<file path="src/rtl/mda_capture.sv">
//-----------------------------------------------------------------------------
// mda_capture
//
// Front end for the raw TTL signals of an MDA card. Each raw input is brought
// into the clk domain through a two-flop synchroniser. The block rebuilds the
// dot phase (clk runs at twice the dot rate), the horizontal and vertical
// position, and a display_enable window. A small lock FSM decides whether the
// measured line timing can be trusted. All outputs are registered and leave
// three clk after the corresponding raw input change.
//
// Ports:
//   clk            capture clock, 2x MDA dot rate
//   rst_n          asynchronous active-low reset
//   raw_video      MDA video TTL (asynchronous)
//   raw_intensity  MDA intensity TTL (asynchronous)
//   raw_hsync      MDA hsync TTL, active-high (asynchronous)
//   raw_vsync      MDA vsync TTL, active level VSYNC_POL (asynchronous)
//   video          captured video bit
//   intensity      captured intensity bit
//   hsync          hsync, active-high
//   vsync          vsync, normalised to active-high
//   display_enable high inside the active window while locked
//   locked         line timing locked
//   h_count        dot index since the last hsync rise (saturates at 2047)
//   v_count        line index since the last vsync leading edge (sat. 1023)
//-----------------------------------------------------------------------------
`timescale 1ns/1ps

module mda_capture #(
  parameter int H_TOTAL    = 882,
  parameter int H_START    = 4,
  parameter int H_ACTIVE   = 720,
  parameter int V_START    = 0,
  parameter int V_ACTIVE   = 350,
  parameter int LINE_TOL   = 2,
  parameter int LOCK_LINES = 8,
  parameter bit VSYNC_POL  = 1'b0
) (
  input  logic        clk,
  input  logic        rst_n,
  input  logic        raw_video,
  input  logic        raw_intensity,
  input  logic        raw_hsync,
  input  logic        raw_vsync,
  output logic        video,
  output logic        intensity,
  output logic        hsync,
  output logic        vsync,
  output logic        display_enable,
  output logic        locked,
  output logic [10:0] h_count,
  output logic [9:0]  v_count
);

  typedef enum logic [0:0] {
    SEARCH = 1'b0,
    LOCKED = 1'b1
  } state_t;

  localparam logic [10:0] H_MAX    = 11'd2047;
  localparam logic [9:0]  V_MAX    = 10'd1023;
  // Window bounds are held in 12 bits so H_START+H_ACTIVE cannot overflow.
  localparam logic [11:0] H_LO     = 12'(H_START);
  localparam logic [11:0] H_ACT    = 12'(H_ACTIVE);
  localparam logic [11:0] V_LO     = 12'(V_START);
  localparam logic [11:0] V_ACT    = 12'(V_ACTIVE);
  localparam logic [11:0] LINE_MIN = 12'(H_TOTAL - LINE_TOL);
  localparam logic [11:0] LINE_MAX = 12'(H_TOTAL + LINE_TOL);
  localparam logic [3:0]  LOCK_CNT = 4'(LOCK_LINES);

  // Synchroniser stages
  logic vid_s1_q, vid_s1_d, vid_s2_q, vid_s2_d;
  logic int_s1_q, int_s1_d, int_s2_q, int_s2_d;
  logic hs_s1_q, hs_s1_d, hs_s2_q, hs_s2_d, hs_s3_q, hs_s3_d;
  logic vs_s1_q, vs_s1_d, vs_s2_q, vs_s2_d, vs_s3_q, vs_s3_d;

  // Registered outputs
  logic video_q, video_d, intensity_q, intensity_d;
  logic hsync_q, hsync_d, vsync_q, vsync_d;
  logic de_q, de_d, locked_q, locked_d;
  logic [10:0] h_cnt_q, h_cnt_d;
  logic [9:0]  v_cnt_q, v_cnt_d;

  // Timing recovery state
  logic       phase_q, phase_d;
  logic       seen_hs_q, seen_hs_d;
  logic [3:0] good_cnt_q, good_cnt_d;
  state_t     state_q, state_d;

  // Combinational helpers
  logic        hs_rise;
  logic        vs_lead;
  logic [11:0] measured;
  logic        line_good;
  logic [11:0] h_off;
  logic [11:0] v_off;
  logic        h_in;
  logic        v_in;

  // Next-state logic: synchronisers, counters, lock FSM and output window
  always_comb begin
    // Synchroniser chains; vsync is normalised to active-high on entry so a
    // cleared synchroniser always reads as "not in vsync".
    vid_s1_d = raw_video;
    vid_s2_d = vid_s1_q;
    int_s1_d = raw_intensity;
    int_s2_d = int_s1_q;
    hs_s1_d  = raw_hsync;
    hs_s2_d  = hs_s1_q;
    hs_s3_d  = hs_s2_q;
    vs_s1_d  = raw_vsync ^ ~VSYNC_POL;
    vs_s2_d  = vs_s1_q;
    vs_s3_d  = vs_s2_q;

    hs_rise = hs_s2_q & ~hs_s3_q;
    vs_lead = vs_s2_q & ~vs_s3_q;

    video_d     = vid_s2_q;
    intensity_d = int_s2_q;
    hsync_d     = hs_s2_q;
    vsync_d     = vs_s2_q;

    // Dot phase restarts at every hsync rise so dot 0 begins on that clk.
    if (hs_rise) begin
      phase_d = 1'b0;
    end else begin
      phase_d = ~phase_q;
    end

    if (hs_rise) begin
      h_cnt_d = 11'd0;
    end else if (phase_q && (h_cnt_q != H_MAX)) begin
      h_cnt_d = h_cnt_q + 11'd1;
    end else begin
      h_cnt_d = h_cnt_q;
    end

    // A vsync leading edge overrides an hsync rise in the same clk.
    if (vs_lead) begin
      v_cnt_d = 10'd0;
    end else if (hs_rise && (v_cnt_q != V_MAX)) begin
      v_cnt_d = v_cnt_q + 10'd1;
    end else begin
      v_cnt_d = v_cnt_q;
    end

    // Line length in dots: the count before clearing includes the dot that
    // is completing on this clk when phase is 1, so an N-dot line measures N.
    measured  = {1'b0, h_cnt_q} + {11'd0, phase_q};
    // The first hsync after reset measures from an unknown origin.
    line_good = seen_hs_q && (measured >= LINE_MIN) && (measured <= LINE_MAX);
    seen_hs_d = seen_hs_q | hs_rise;

    state_d    = state_q;
    good_cnt_d = good_cnt_q;
    case (state_q)
      SEARCH: begin
        if (hs_rise) begin
          if (line_good) begin
            good_cnt_d = good_cnt_q + 4'd1;
            if ((good_cnt_q + 4'd1) >= LOCK_CNT) begin
              state_d = LOCKED;
            end else begin
              state_d = SEARCH;
            end
          end else begin
            good_cnt_d = 4'd0;
          end
        end else begin
          good_cnt_d = good_cnt_q;
        end
      end
      LOCKED: begin
        // A bad line or a runaway h_count (hsync lost) drops lock at once.
        if ((hs_rise && !line_good) || (h_cnt_d == H_MAX)) begin
          state_d    = SEARCH;
          good_cnt_d = 4'd0;
        end else begin
          state_d    = LOCKED;
        end
      end
      default: begin
        state_d    = SEARCH;
        good_cnt_d = 4'd0;
      end
    endcase

    locked_d = (state_d == LOCKED);

    // Window evaluated on next-cycle position so display_enable lines up with
    // the registered video bit. Offsets below the start wrap to large values.
    h_off = {1'b0, h_cnt_d} - H_LO;
    v_off = {2'b00, v_cnt_d} - V_LO;
    h_in  = (h_off < H_ACT);
    v_in  = (v_off < V_ACT);
    de_d  = locked_d && h_in && v_in;
  end

  // State and output registers; cleared asynchronously by rst_n
  always_ff @(posedge clk or negedge rst_n) begin
    if (!rst_n) begin
      vid_s1_q    <= 1'b0;
      vid_s2_q    <= 1'b0;
      int_s1_q    <= 1'b0;
      int_s2_q    <= 1'b0;
      hs_s1_q     <= 1'b0;
      hs_s2_q     <= 1'b0;
      hs_s3_q     <= 1'b0;
      vs_s1_q     <= 1'b0;
      vs_s2_q     <= 1'b0;
      vs_s3_q     <= 1'b0;
      video_q     <= 1'b0;
      intensity_q <= 1'b0;
      hsync_q     <= 1'b0;
      vsync_q     <= 1'b0;
      de_q        <= 1'b0;
      locked_q    <= 1'b0;
      h_cnt_q     <= 11'd0;
      v_cnt_q     <= 10'd0;
      phase_q     <= 1'b0;
      seen_hs_q   <= 1'b0;
      good_cnt_q  <= 4'd0;
      state_q     <= SEARCH;
    end else begin
      vid_s1_q    <= vid_s1_d;
      vid_s2_q    <= vid_s2_d;
      int_s1_q    <= int_s1_d;
      int_s2_q    <= int_s2_d;
      hs_s1_q     <= hs_s1_d;
      hs_s2_q     <= hs_s2_d;
      hs_s3_q     <= hs_s3_d;
      vs_s1_q     <= vs_s1_d;
      vs_s2_q     <= vs_s2_d;
      vs_s3_q     <= vs_s3_d;
      video_q     <= video_d;
      intensity_q <= intensity_d;
      hsync_q     <= hsync_d;
      vsync_q     <= vsync_d;
      de_q        <= de_d;
      locked_q    <= locked_d;
      h_cnt_q     <= h_cnt_d;
      v_cnt_q     <= v_cnt_d;
      phase_q     <= phase_d;
      seen_hs_q   <= seen_hs_d;
      good_cnt_q  <= good_cnt_d;
      state_q     <= state_d;
    end
  end

  assign video          = video_q;
  assign intensity      = intensity_q;
  assign hsync          = hsync_q;
  assign vsync          = vsync_q;
  assign display_enable = de_q;
  assign locked         = locked_q;
  assign h_count        = h_cnt_q;
  assign v_count        = v_cnt_q;

endmodule
</file>
<file path="config.mk">
export PLATFORM = sky130hd
export DESIGN_NAME = mda_capture
export DESIGN_NICKNAME = d
export VERILOG_FILES = /design/src/rtl/mda_capture.sv
export SDC_FILE = /design/constraint.sdc
export NUM_CORES = 1
export LEC_CHECK = 0
export ABC_CLOCK_PERIOD_IN_PS = 2500
export CAP_MARGIN = 5
export CORE_MARGIN = 2
export CORE_UTILIZATION = 23
export DETAILED_ROUTE_END_ITERATION = 10
export PLACE_DENSITY_LB_ADDON = 0.05
export SLEW_MARGIN = 30
export SYNTH_ARGS = -nofsm -noshare
export SYNTH_HDL_FRONTEND = slang
export SYNTH_SLANG_ARGS = --single-unit
</file>
<file path="constraint.sdc">
create_clock -name clk -period 2.5 [get_ports clk]
set_clock_uncertainty 0.05 [all_clocks]
set_input_delay 0.375 -clock clk [delete_from_list [all_inputs] [get_ports clk]]
set_output_delay 0.375 -clock clk [all_outputs]
set_load 0.05 [all_outputs]
</file>
# == Word-level counts from Yosys, hierarchy flattened ==
# Index checks and enable logic that the tools add are counted.
# word_totals
register_bits,41
latchBits,0
ramBits,0
mem_bits_ro,0
output_inout_bits,27
mem_count,0
# op_classes
add_sub_neg,5
multipliers,0
div,0
magnitude_cmp,5
n_eq_ne,5
shifts,0
muxes,14
bitwise_logic,8
n_reduce_logical,10
# op_table
cell,count
11-bit 2-to-1 mux,2
10-bit 2-to-1 mux,2
11-bit by 1-bit adder with 12-bit output,1
12-bit by 10-bit greater-or-equal comparator with 1-bit output (second input constant),1
12-bit by 10-bit <= comparator with 1-bit output (second input constant),1
12-bit by 10-bit less-than comparator with 1-bit output (second input constant),1
4-bit 2-to-1 mux,3
11-bit by 3-bit subtractor with 12-bit output (second input constant),1
11-bit by 1-bit adder with 11-bit output (second input constant),1
11-bit equality test (second input constant),1
11-bit inequality test (second input constant),1
10-bit by 1-bit adder with 10-bit output (second input constant),1
10-bit by 9-bit less-than comparator with 1-bit output (second input constant),1
10-bit inequality test (second input constant),1
4-bit one-hot mux with 2 select lines,1
1-bit logical AND,7
1-bit 2-to-1 mux,5
1-bit inverter,5
4-bit by 1-bit adder with 4-bit output (second input constant),1
4-bit greater-or-equal comparator (second input constant),1
1-bit bitwise AND,2
2-bit by 1-bit inequality test with 1-bit output (second input constant),1
2-bit inequality test (second input constant),1
1-bit one-hot mux with 2 select lines,1
other kinds (4),4

# == Depth between registers and ports, before layout ==
# Gate-level depths: netlist (run 1).
# depth
depth_word,11
depth_mapped,9

# == Worst setup path after synthesis (run 1) ==
# OpenSTA, ideal clock, no wires.
# synth_path
kind,register to register
startpoint,"register h_cnt_q[1], in the netlist h_count[1]"
endpoint,register good_cnt_q[2]
arrival_ns,2.687
setup_slack_ns,-0.361
path_stages_with_launch,9
synth_period_minus_slack_ns,2.861
path_cell_list,dfrtp_1 > ha_1 > and4_4 > and2b_4 > a31oi_2 > or4_4 > nor3_4 > a31oi_2 > a211o_1
# synth_between
elab_chain_cells,9
word_cells_on_any_way,19
# synth_lines
item,line,source
from (decl),81,"logic [10:0] h_cnt_q, h_cnt_d;"
from (signal assigned),241,h_cnt_q <= h_cnt_d;
11-bit by 1-bit adder with 12-bit output,149,"measured = {1'b0, h_cnt_q} + {11'd0, phase_q};"
12-bit by 10-bit greater-or-equal comparator with 1-bit output,151,line_good = seen_hs_q && (measured >= LINE_MIN) && (measured <= LINE_MAX);
1-bit logical AND (2 in series),151,
1-bit logical NOT,175,if ((hs_rise && !line_good) || (h_cnt_d == H_MAX)) begin
1-bit logical AND,175,
1-bit logical OR,175,
2-bit by 1-bit inequality test with 1-bit output (no line),-,
2-bit AND reduction (no line),-,
to (signal assigned),245,good_cnt_q <= good_cnt_d;
to (decl),87,"logic [3:0] good_cnt_q, good_cnt_d;"
# Several ways; a longest one is shown, not always the timed one. The select of a mux whose other input is x is not followed.
# A chain may end at the register's enable or synchronous reset.

# == Worst setup path in the final report (run 1) ==
# layout_path
startpoint,"register h_cnt_q[0], in the netlist h_count[0]"
endpoint,register good_cnt_q[2]
# Same word-level chain as after synthesis.

==> summary.md, run 1 <==
| Metric | Value |
|---|---|
| GRT overflow | 0 |
| GRT Util Overall | 0.1251 |
| Initial drt markers | 25 |
| Delay-heaviest family, CP | simple AND/OR/NAND/NOR gates |
| Startpoint Class | register |
| R2R Path Start | h_count[0]$_DFF_PN0_ |
| Top cells by area, synth | dfrtp_1 48%, xor2_1 4.6%, nor2_1 4.4%, ha_1 3.0%, nand3_1 2.8% |
| WHS Path Cells | 0 |
| Layout Nets | 280 |
| RSZ-0062 raised after global routing | yes |
| IO Port Bufs | 32 |
| Synth Flop Type | dfrtp_1 |
| Worst R2R Path Depth | 8 |
| Antenna viol nets, final | 0 |
| Slowest-stage cell, CP | or4b_4 |
| Clk buf depth | 2 |
| Asr flop ratio synth | 1.000 |
| DR DRC count | 0 |
| R2R Path End | good_cnt_q[2]$_DFFE_PN0P_ |
| Most instantiated cells after synthesis | 41 x dfrtp_1, 25 x nor2_1, 12 x nand3_1 |
| Pwr per Cell Area | 592.9 nW/um2 |
| Via density | 4.751 |
| Status | finished clean |
| Die W | about 100 um |
| Total wire length | about 6000 um |
| Max_cap viols | 0 |
| Worst skew pair latency | 300 ps |
| WS Path Type | register to register |
| Ports | 33 |
| CTS Buf Count | 5 |
| Largest net degree at the start of global routing | 27 |
| Crit end category | register |
| Vias | between 1,500 and 2,000 |
| CP cell instances | ha_2 > ha_1 > or3_1 > o21ai_1 > a32oi_2 > or4b_4 > nor3b_2 > a211o_1 |
| Die area | around 10000 um2 |
| CP Max Fanout | 4 |
| Initial Utilization | 0.2403 |
| Top-area cell type share of the netlist area | 0.4849 |
| Endpoint, Worst Hold | vs_s2_q$_DFF_PN0_ |
| Clock Sinks | 41 |
| Antenna Cells | 0 |
| Most frequent cell after synthesis | dfrtp_1 |
| Final Slew Violations | 0 |
| Synthesis-to-layout area growth | 38.38% |
| Worst-path clk slew | 90 ps |
| Flops & latches, synth | 41 |
| Hold Startpoint | vs_s1_q$_DFF_PN0_ |
| Synth warn | 0 |
| Vias in the first global route | 1,846 |
| Detailed Routing Iterations Pass 1 | 4 |
| Core area | 8806 um2 |
| Cells after Synth | 208 |
| Final worst-path cycle share | 0.9671 |
| Placed insts | roughly 370 |
| WL/cell | 15.83 um |
| Yosys cell types | 54 |
| Slew @ Worst Pin | 509.2 ps |
| Finished Layout Cells | 378 |
| Peak Freq | 413.6 MHz |
| Hold Fails Final Rpt | 0 |
| Row Count | 34 |
| Fill cells | 932 |
| Fraction of layout cells with a size suffix above 1 | 0.2556 |
| Tmin final | 2418 ps |
| Gpl congestion | 0.7804 |
| P_leak | ~1.2 nW |
| Syn_area_per_cell | between 10 and 15 um2 |
| Peak supply drop | about 0.3 mV |
| Yosys top cell by area | dfrtp_1 |
| Sequential share of the synthesized area | 0.4849 |
| CP peak stage delay | approximately 520 ps |
| # H-tree levels | 2 |
| Worst min-delay path category | register to register |
| Reg2reg setup slack | 80 ps |
| Chip height | about 100 um |
| Headroom to the max-slew limit | 0.6595 |
| Post-DP HPWL | ~4400 um |
| Post-synthesis cell area | 2116 um2 |
| EDFF count, synth | 0 |
| Final setup vio count | 0 |
| CP required | 2700 ps |
| Worst Path Buf+Inv | 0 |
| First-pass GRT wire length | 9729 um |
| Syn_nets | 219 |
| Util after Layout | 0.3325 |
| Clock tree from TritonCTS | done |
| Initial antenna violation count | 0 |
| Root Driver | clkbuf_8 |
| Critical path data arrival time | 2620 ps |
==> cells by family (layout without fill, tap and decap cells) <==
| group | Yosys count | count (layout) | share of synthesized area |
|---|---|---|---|
| compound gates | 45 | 45 | 0.1555 |
| xor+xnor | 15 | 15 | 0.06209 |
| fa+ha+maj | 5 | 5 | 0.02957 |
| buf+inv | 13 | 75 | 0.02542 |
| flops | 41 | 41 | 0.4849 |
| mux | 3 | 3 | 0.01478 |
| simple gates | 86 | 86 | 0.2277 |
==> through the flow <==
step / power, mW / cell area, um2 / worst slack, ps / hold slack, ps / TNS, ps
detailed placement: 1.264 / 2766 / 37.32 / 284.7 / 0
floorplan: 1.070 / 2150 / 14.18 / 29.41 / 0
CTS: 1.754 / 2870 / 11.66 / 307.4 / 0
global placement: 1.272 / 2766 / 40.39 / 282.5 / 0
finish: 1.736 / 2928 / 82.29 / 304.2 / 0
global route: 1.836 / 2928 / -18.83 / 316.1 / -46.65
==> cell type report <==
type | instances | area [um2] | area share
Clock inverter | 3 | 25.02 | 0.008547
Multi-Input combinational cell | 154 | 1091 | 0.3727
Sequential cell | 41 | 1042 | 0.3560
Tap cell | 108 | 135.1 | 0.04615
Inverter | 4 | 15.01 | 0.005128
Timing Repair Buffer | 63 | 550.5 | 0.1880
Clock buffer | 5 | 68.82 | 0.02350
==> flip-flops by register name (all words and copies together), names as in the netlist <==
name,count
display_enable,1
good_cnt_q,4
h_count,11
hs_s1_q,1
hs_s2_q,1
hsync,1
int_s1_q,1
int_s2_q,1
intensity,1
phase_q,1
seen_hs_q,1
state_q,1
v_count,10
vid_s1_q,1
vid_s2_q,1
video,1
vs_s1_q,1
vs_s2_q,1
vsync,1
==> per-layer routing <==
layer / GRT usage / vias to the layer above / wire length, um / share of wire
li1: - / 888 / - / -
met1: 0.1625 / 881 / 2823 / 0.47
met2: 0.2131 / 25 / 2933 / 0.49
met3: 0.03064 / 2 / 195 / 0.033
met4: 0.02529 / 0 / 33 / 0.0055
met5: 0 / - / 0 / 0
==> power by group <==
| part | switching (mW) | internal (mW) |
|---|---|---|
| clock network | 0.276 | 0.202 |
| logic | 0.279 | 0.200 |
| registers | 0.0661 | 0.713 |
| total | 0.621 | 1.11 |
==> worst max path at each step <==
stage,start,end,cells after the start
after CTS,h_count[0]$_DFF_PN0_,good_cnt_q[0]$_DFFE_PN0P_,9
final,h_count[0]$_DFF_PN0_,good_cnt_q[2]$_DFFE_PN0P_,8
after floorplan,h_count[0]$_DFF_PN0_,good_cnt_q[0]$_DFFE_PN0P_,8
after global placement,h_count[5]$_DFF_PN0_,good_cnt_q[0]$_DFFE_PN0P_,8
after detailed placement,h_count[0]$_DFF_PN0_,good_cnt_q[0]$_DFFE_PN0P_,9
after global routing,h_count[0]$_DFF_PN0_,state_q$_DFF_PN0_,11
==> cell usage in the layout (no fill, tap or decap), types with 3 or more instances in the layout <==
cell type,count
clkbuf_8,5
nor2_1,25
ha_1,3
inv_1,4
dfrtp_2,10
a21oi_1,4
dfrtp_1,30
xor2_1,11
nand3_1,12
nor3_1,5
xnor2_1,4
nand2_1,8
nand4_1,5
buf_4,30
nor2b_1,3
o21bai_1,3
a31oi_1,4
o21ai_0,6
a211oi_1,6
and3_1,4
clkdlybuf4s50_1,31
nand2b_1,4
==> timing repair <==
| item | 4_1_cts | 5_1_grt |
|---|---|---|
| setup buffers | 0 | 2 |
| hold buffers | 1 | 0 |
| resized for setup | 0 | 11 |
| endpoints found under the hold margin | 15 | 0 |
| endpoints found under the setup margin | 0 | 5 |
Power figures use the tool's default switching activity.
==> inputs of run 2 (changes only) <==
SKIP_CTS_REPAIR_TIMING = 1   (was not set)
==> summary.md, run 2 (same netlist as run 1, synthesis figures left out) <==
| Metric | Value |
|---|---|
| Status | finished clean |
| CP required | 2700 ps (about the same) |
| Largest net degree at the start of global routing | 27 (unchanged) |
| Placed insts | 367 (unchanged) |
| Worst setup slack after layout | 85.16 ps (+2.870 ps) |
| Crit end category | register |
| Most frequent cells in the layout | 31 x clkdlybuf4s50_1, 30 x dfrtp_1, 30 x buf_4 |
| WL/cell | 15.82 um (-0.10%) |
| Row Count | 34 (unchanged) |
| Initial drt markers | 21 (-16%) |
| Largest register FFs | 11 (unchanged) |
| Commonest non-fill, non-tap cell in the layout | clkdlybuf4s50_1 |
| R2R Path End | good_cnt_q[2]$_DFFE_PN0P_ |
| WS Path Type | register to register |
| Startpoint Class | register |
| Pint | 1.115 mW (about the same) |
| Reg2reg setup slack | 90 ps (about the same) |
| Switching share of power | 0.3570 (-0.0008124) |
| R2R Path Start | h_count[0]$_DFF_PN0_ |
| # H-tree levels | 2 (unchanged) |
| CP cell instances | ha_2 > ha_1 > or3_1 > o21ai_1 > a32oi_2 > or4b_4 > nor3b_2 > a211o_1 |
| WHS Path Cells | 0 (unchanged) |
| Clk pwr share | 0.274 (about the same) |
| Headroom to the max-slew limit | 0.6600 (about the same) |
| Via density | 4.749 (about the same) |
| Gpl congestion | 0.7804 (unchanged) |
| Endpoint, Worst Hold | vs_s2_q$_DFF_PN0_ |
| Slew @ Worst Pin | 508.5 ps (-0.7365 ps) |
| Initial Utilization | 0.2403 (unchanged) |
| RSZ-0062 raised after global routing | yes |
| Peak supply drop | 0.2927 mV (about the same) |
| Detailed Routing Iterations Pass 1 | 4 (unchanged) |
| Util after Layout | 0.3325 (unchanged) |
| Final hold slack | 304.2 ps (unchanged) |
| GRT Util Overall | 0.1251 (unchanged) |
| Worst-path clk slew | 90 ps (about the same) |
| Combinational fraction of design power | 0.276 (about the same) |
| Critical path data arrival time | 2610 ps (about the same) |
| Hold Startpoint | vs_s1_q$_DFF_PN0_ |
| DR DRC count | 0 (unchanged) |
| Hold Fails Final Rpt | 0 (unchanged) |
| CP Max Fanout | 4 (unchanged) |
| GRT overflow | 0 (unchanged) |
| Final Slew Violations | 0 (unchanged) |
| Antenna viol nets, final | 0 (unchanged) |
| Max_cap viols | 0 (unchanged) |
| CTS Buf Count | 5 (unchanged) |
| Clock Sinks | 41 (unchanged) |
| Fill cells | 932 (unchanged) |
| First-pass GRT wire length | 9729 um (unchanged) |
| Worst min-delay path category | register to register |
| Clk buf depth | 2 (unchanged) |
| Total wire length | 5979 um (-0.10%) |
| Placement Setup Slack | 37.32 ps (unchanged) |
| Clock tree from TritonCTS | done |
| Root Driver | clkbuf_8 |
| Die W | 99.91 um (unchanged) |
| IO Port Bufs | 32 (unchanged) |
| Post-DP HPWL | 4393 um (unchanged) |
| P_leak | 1.226 nW (unchanged) |
| CP peak stage delay | 520 ps (about the same) |
| Initial antenna violation count | 0 (unchanged) |
| Fraction of layout cells with a size suffix above 1 | 0.2556 (unchanged) |
| Antenna Cells | 0 (unchanged) |
| Peak Freq | 414.1 MHz (+0.12%) |
| Pwr per Cell Area | 592.1 nW/um2 (-0.13%) |
| Core area | 8806 um2 (unchanged) |
| Synthesis-to-layout area growth | 38.38% (unchanged) |
| Final setup vio count | 0 (unchanged) |
| Slowest-stage cell, CP | or4b_4 |
| Vias in the first global route | 1,846 (unchanged) |
| Sequential share of power | 0.449 (about the same) |
| Tot Pwr | 1.734 mW (-0.13%) |
| Die area | 9982 um2 (unchanged) |
| Worst skew pair latency | 300 ps (about the same) |
| Chip height | 99.91 um (unchanged) |
| Layout Nets | 280 (unchanged) |
| Ports | 33 (unchanged) |
| Switching pwr | 0.6188 mW (-0.36%) |
| Tmin final | 2415 ps (-2.870 ps) |
| Worst R2R Path Depth | 8 (unchanged) |
| Finished Layout Cells | 378 (unchanged) |
| Vias | 1,795 (-0.056%) |
| Final worst-path cycle share | 0.9659 (-0.001148) |
[run 2: cell counts in the layout (fill, tap and decap cells not counted)]
No cell type changed its count.
[run 2: per-stage QoR]
stage / TNS (ps) / instance area, um2
final: 0 / 2928
after global routing: -46.65 / 2928
after CTS: 0 / 2860
after detailed placement: 0 / 2766
after global placement: 0 / 2766
after floorplan: 0 / 2150
[run 2: critical path, delay by kind of cell, from the launching register on]
kind / cells / cell delay, ps
AO/OA/AOI/OAI: 3 / 320
adder cells (fa/ha/maj): 2 / 500
flip-flops: 1 / 450
AND/OR/NAND/NOR: 3 / 1040
[run 2: worst max-delay path by stage]
stage / endpoint / start / slack, ps / depth (start not counted)
final: good_cnt_q[2]$_DFFE_PN0P_ / h_count[0]$_DFF_PN0_ / 90 / 8
after global routing: state_q$_DFF_PN0_ / h_count[0]$_DFF_PN0_ / -20 / 11
after CTS: good_cnt_q[0]$_DFFE_PN0P_ / h_count[0]$_DFF_PN0_ / 10 / 9
after detailed placement: good_cnt_q[0]$_DFFE_PN0P_ / h_count[0]$_DFF_PN0_ / 40 / 9
after global placement: good_cnt_q[0]$_DFFE_PN0P_ / h_count[5]$_DFF_PN0_ / 40 / 8
after floorplan: good_cnt_q[0]$_DFFE_PN0P_ / h_count[0]$_DFF_PN0_ / 10 / 8
[run 2: routing by layer]
layer | part of all wire | vias up | GRT usage
met5 | 0 | - | 0
met4 | 0.0055 | 0 | 0.02529
met3 | 0.034 | 2 | 0.03064
met2 | 0.49 | 27 | 0.2131
met1 | 0.47 | 878 | 0.1625
li1 | - | 888 | -
[run 2: final cells by class]
cell class              instances  area, um2  area share
multi-input cells             154       1091      0.3727
clock inverters                 3      25.02    0.008547
clock buffers                   5      68.82     0.02350
well taps                     108      135.1     0.04615
inverters                       4      15.01    0.005128
flip-flops and latches         41       1042      0.3560
repair buffers                 63      550.5      0.1880
[run 2: power by group through the flow]
stage               Combinational, mW  Clock (mW)  Sequential (mW)
finish                          0.479       0.476            0.779
floorplan                       0.173           0            0.898
detailed placement              0.472           0            0.792
global placement                0.479           0            0.793
CTS                             0.478       0.497            0.778
global route                    0.517       0.529            0.790
==> RTL change 1: new RTL, settings of run 1 <==
Add an input register stage for `raw_video`, `raw_intensity`, `raw_hsync` and `raw_vsync`; this delays them by one clock.
--- a/src/rtl/mda_capture.sv
+++ b/src/rtl/mda_capture.sv
@@ -68,6 +68,18 @@
   localparam logic [11:0] LINE_MAX = 12'(H_TOTAL + LINE_TOL);
   localparam logic [3:0]  LOCK_CNT = 4'(LOCK_LINES);
 
+  logic raw_video_q;
+  logic raw_intensity_q;
+  logic raw_hsync_q;
+  logic raw_vsync_q;
+
+  always_ff @(posedge clk) begin
+    raw_video_q     <= raw_video;
+    raw_intensity_q <= raw_intensity;
+    raw_hsync_q     <= raw_hsync;
+    raw_vsync_q     <= raw_vsync;
+  end
+
   // Synchroniser stages
   logic vid_s1_q, vid_s1_d, vid_s2_q, vid_s2_d;
   logic int_s1_q, int_s1_d, int_s2_q, int_s2_d;
@@ -101,14 +113,14 @@
   always_comb begin
     // Synchroniser chains; vsync is normalised to active-high on entry so a
     // cleared synchroniser always reads as "not in vsync".
-    vid_s1_d = raw_video;
+    vid_s1_d = raw_video_q;
     vid_s2_d = vid_s1_q;
-    int_s1_d = raw_intensity;
+    int_s1_d = raw_intensity_q;
     int_s2_d = int_s1_q;
-    hs_s1_d  = raw_hsync;
+    hs_s1_d  = raw_hsync_q;
     hs_s2_d  = hs_s1_q;
     hs_s3_d  = hs_s2_q;
-    vs_s1_d  = raw_vsync ^ ~VSYNC_POL;
+    vs_s1_d  = raw_vsync_q ^ ~VSYNC_POL;
     vs_s2_d  = vs_s1_q;
     vs_s3_d  = vs_s2_q;
 
Formal check against the unedited RTL: not equivalent (Yosys sat finds a counterexample within 4 cycles, from zero or initial values and one cycle with rst_n low).
==> RTL change 1 against run 1 <==
The run now ends with hold timing left. Wire length fell by 1.6%. Sequential power rose by 7.8%. Via count up 2.1%. Design area increased by 5.9%. Total power up 8.0%. Sequential cell count is 4 higher. Count of clock-buffer cells in the layout did not move. Clock power up 7.3%. Global-route usage shrank 0.42 points. Setup slack better by 31 ps. Synthesized area up 3.8%. Critical path type unchanged. Critical endpoint is now good_cnt_q[0].
==> RTL change 1: results (changes against run 1) <==
worst hold margin - -6.49 ps (-311 ps)
proportion of synthesized chip area in sequential cells - 50.4% (+1.9 points)
DRT Pass-1 Iters - 3 (-1)
synthesized area per cell - 10.4 um2 (+1.8%)
met3 Use GR - 2.42% (-0.65 points)
Leakage - 1.30 nW (+5.8%)
DRT iter0 DRCs - 56 (+120%)
register share of total power - 44.8% (about the same)
worst r2r src - h_count[1]
number of fill cells in the layout - 972 (+4.3%)
Synth top area share - 46.7% (-1.8 points)
outcome - finished with violations
final cell count without fillers - 410 (+8.5%)
M1 GR Usage - 15.8% (-0.49 points)
min setup slack post-route - 113 ps (+30.9 ps)
Clk. pwr - 0.513 mW (+7.3%)
Async SR Flop Fraction - 91.1% (-8.9 points)
switching share of power - 34.7% (-1.0 points)
violated checks - hold timing
post-DP HPWL - 4.33 mm (-1.3%)
WL met2 - 2.85 mm (-2.8%)
Synth Net Count - 223 (+1.8%)
routing usage on met2 - 20.5% (-0.81 points)
Hold Fails Final Rpt - 3 (+3)
Adder-Cell Fraction of Synth Area - 2.85% (-0.11 points)
Nets - 291 (+3.9%)
dpl ws - 55.3 ps (+18.0 ps)
All-Layer GR Usage - 12.1% (-0.42 points)
vias after detailed routing - 1834 (+2.1%)
Peak VDD IR - 301 uV (+2.8%)
xor and xnor area share after synthesis - 5.98% (-0.23 points)
## RTL change 1: changes by cell type after synthesis, sizes merged
| cell | before | now |
|---|---|---|
| dfxtp | 0 | 4 |
## RTL change 1: how the worst max path moves through the flow
stage / from / end / depth (start not counted)
after floorplan: h_count[0] / good_cnt_q[0] / 8
after global placement: h_count[0] / good_cnt_q[0] / 10
final: h_count[1] / good_cnt_q[0] / 8
after global routing: h_count[4] / good_cnt_q[0] / 8
after detailed placement: h_count[0] / good_cnt_q[2] / 8
after CTS: h_count[0] / good_cnt_q[0] / 10
## RTL change 1: cells by family after synthesis
group,Yosys count
muxes,3
xor gates and xnor gates,15
AOI/OAI and AO/OA,45
adders and majority gates,5
and+or+nand+nor,86
DFF,45
buffers and inverters,13
## RTL change 1: cell type report
type	instances	share of cell area [%]
Inverter	4	0.484
Timing Repair Buffer	70	19.6
Clock inverter	3	0.928
Multi-Input combinational cell	154	35.4
Tap cell	129	5.20
Sequential cell	45	36.2
Clock buffer	5	2.22
==> RTL change 2: new RTL, config.mk and constraints of run 1 <==
Made on the original files. Change the parameter `VSYNC_POL` from 1'b0 to 1'b1.
--- a/src/rtl/mda_capture.sv
+++ b/src/rtl/mda_capture.sv
@@ -34,7 +34,7 @@
   parameter int V_ACTIVE   = 350,
   parameter int LINE_TOL   = 2,
   parameter int LOCK_LINES = 8,
-  parameter bit VSYNC_POL  = 1'b0
+  parameter bit VSYNC_POL  = 1'b1
 ) (
   input  logic        clk,
   input  logic        rst_n,
Behaviour: not the same (Yosys sat finds a counterexample within 4 cycles, from zero or initial values and one cycle with rst_n low).
==> RTL change 2 against run 1 <==
Sequential cell count unchanged. Largest power group unchanged. Maximum frequency decreased by 5.5%. Largest cell class unchanged. The flow now finishes with violations (setup timing). Global-route usage fell by 0.094 points. Sequential share of layout area shrank 2.4 points. Wire length decreased by 1.1%. Clock power is 6.7% lower. Setup slack got worse by 140 ps. Synthesized cell count rose by 0.96%. Total power rose by 2.6%. Design area grew 7.2%. Count of clock-buffer cells in the layout stayed put. Final cell count increased by 10%. Synthesized area increased by 3.2%.
==> RTL change 2: results (changes against run 1) <==
outcome - finished with violations
violated checks - setup timing
post-DP HPWL - 4.44 mm (+1.0%)
largest net degree at the start of global routing - 42 (+56%)
vias in the first global route - 1943 (+5.3%)
crit path DAT - 2720 ps (+100 ps)
placed cell count - 408 (+11%)
Leakage - 1.32 nW (+7.3%)
clk buf depth - 2 (unchanged)
routed length per instance - 14.2 um (-10%)
final setup TNS - -95.9 ps (-95.9 ps)
proportion of synthesized chip area in sequential cells - 47.0% (-1.5 points)
Skew-Pair Late Insertion Delay - 300 ps (about the same)
cts bufs inserted - 5 (unchanged)
Synth Net Count - 221 (+0.91%)
All-Layer GR Usage - 12.4% (-0.094 points)
Synth top cells by count - dfrtp_1, nor2_1, nand3_1
Multi-input gate area - 1160 um2 (+6.2%)
Synth area leaders - dfrtp_1, nor2_1, xor2_1
Yosys Warn Count - 0 (unchanged)
Placed Area - 2990 um2 (+8.0%)
hold crit path type - input port to asynchronous set/reset pin
final setup fails - 2 (+2)
clock root buffer - clkbuf_8
min setup slack post-route - -57.1 ps (-139 ps)
Slew headroom - 65.1% (-0.82 points)
Worst Path Max Fanout - 5 (+1)
Gate Count Post-Synth - 210 (+0.96%)
H-tree depth - 2 (unchanged)
max reg flops - 11 (unchanged)
number of port buffers - 32 (unchanged)
clock transition at the registers of the reported paths - 90 ps (about the same)
diode count - 0 (unchanged)
number of fill cells in the layout - 977 (+4.8%)
Final GP Congestion - 0.765 (-2.0%)
layout cells sized above 1 - 33.3% (+7.8 points)
Async SR Flop Fraction - 100% (unchanged)
first-pass GRT wire length - 9.96 mm (+2.4%)
DRT iter0 DRCs - 74 (+200%)
Peak VDD IR - 221 uV (-25%)
vias after detailed routing - 1872 (+4.2%)
Netlist cell types - 59 (+9.3%)
Nets - 298 (+6.4%)
initial antenna violation count - 0 (unchanged)
final cell count without fillers - 417 (+10%)
DRT Pass-1 Iters - 4 (unchanged)
[RTL change 2: cells by family (layout without fill, tap and decap cells)]
family | count (synthesis) | in the layout | synth area share, %
AOI/OAI and AO/OA | 39 | 39 | 14.4
buffers and inverters | 13 | 91 | 3.61
DFF | 41 | 41 | 47.0
xor gates and xnor gates | 12 | 12 | 4.81
adders and majority gates | 6 | 6 | 3.32
muxes | 6 | 6 | 2.81
and+or+nand+nor | 93 | 93 | 24.1
[RTL change 2: cell type report]
cell class              instances  area share [%]
clock inverters                 3           0.717
well taps                     129            5.14
multi-input cells             156            36.9
clock buffers                   5            2.19
flip-flops and latches         41            33.2
repair buffers                 79            21.4
inverters                       4           0.478
[RTL change 2: repair_timing]
item                                    CTS  global route
pin swaps                                 4             2
setup buffers                             1             0
endpoints found under the setup margin    5             6
endpoints found under the hold margin     0             0
resized for setup                         4            12
[RTL change 2: routing by layer]
layer	vias up	GRT usage (%)	wire length, um
met5	-	0	0
met4	0	4.05	61
met3	6	2.07	129
met2	35	21.5	3000
met1	908	15.7	2730
li1	923	-	-
[RTL change 2: final timing paths]
path	startpoint	endpoint	slack, ps	depth (start not counted)
min in group clk	vs_s1_q	vs_s2_q	300	0
worst min register to register	vs_s1_q	vs_s2_q	300	0
worst min-delay path	rst_n	vs_s2_q	80	2
worst max register to register	h_count[0]	display_enable	-60	9
max in group asynchronous	rst_n	h_count[0]	1910	2
worst max-delay path	h_count[0]	display_enable	-60	9
[RTL change 2: through the flow]
step / hold WS [ps] / total power [mW] / util, % / setup WS [ps]
finish: 76.2 / 1.78 / 34.0 / -57.1
global route: 121 / 1.89 / 34.0 / -131
CTS: 104 / 1.79 / 33.6 / -66.4
detailed placement: 285 / 1.33 / 32.3 / -113
global placement: 283 / 1.33 / 32.3 / -78.3
floorplan: 29.4 / 1.10 / - / -104
[RTL change 2: power breakdown]
part           total, mW  internal, mW  switching (mW)
registers          0.772         0.713          0.0583
clock network      0.446         0.198           0.248
logic              0.563         0.251           0.313
[RTL change 2: critical path: stages (launching register included)]
cell	delay (ps)
dfrtp_4	510
ha_4	190
ha_4	210
or3_4	360
o21ai_2	60
a32o_2	170
o2111ai_4	150
or3_4	370
or2_4	240
a211oi_2	170
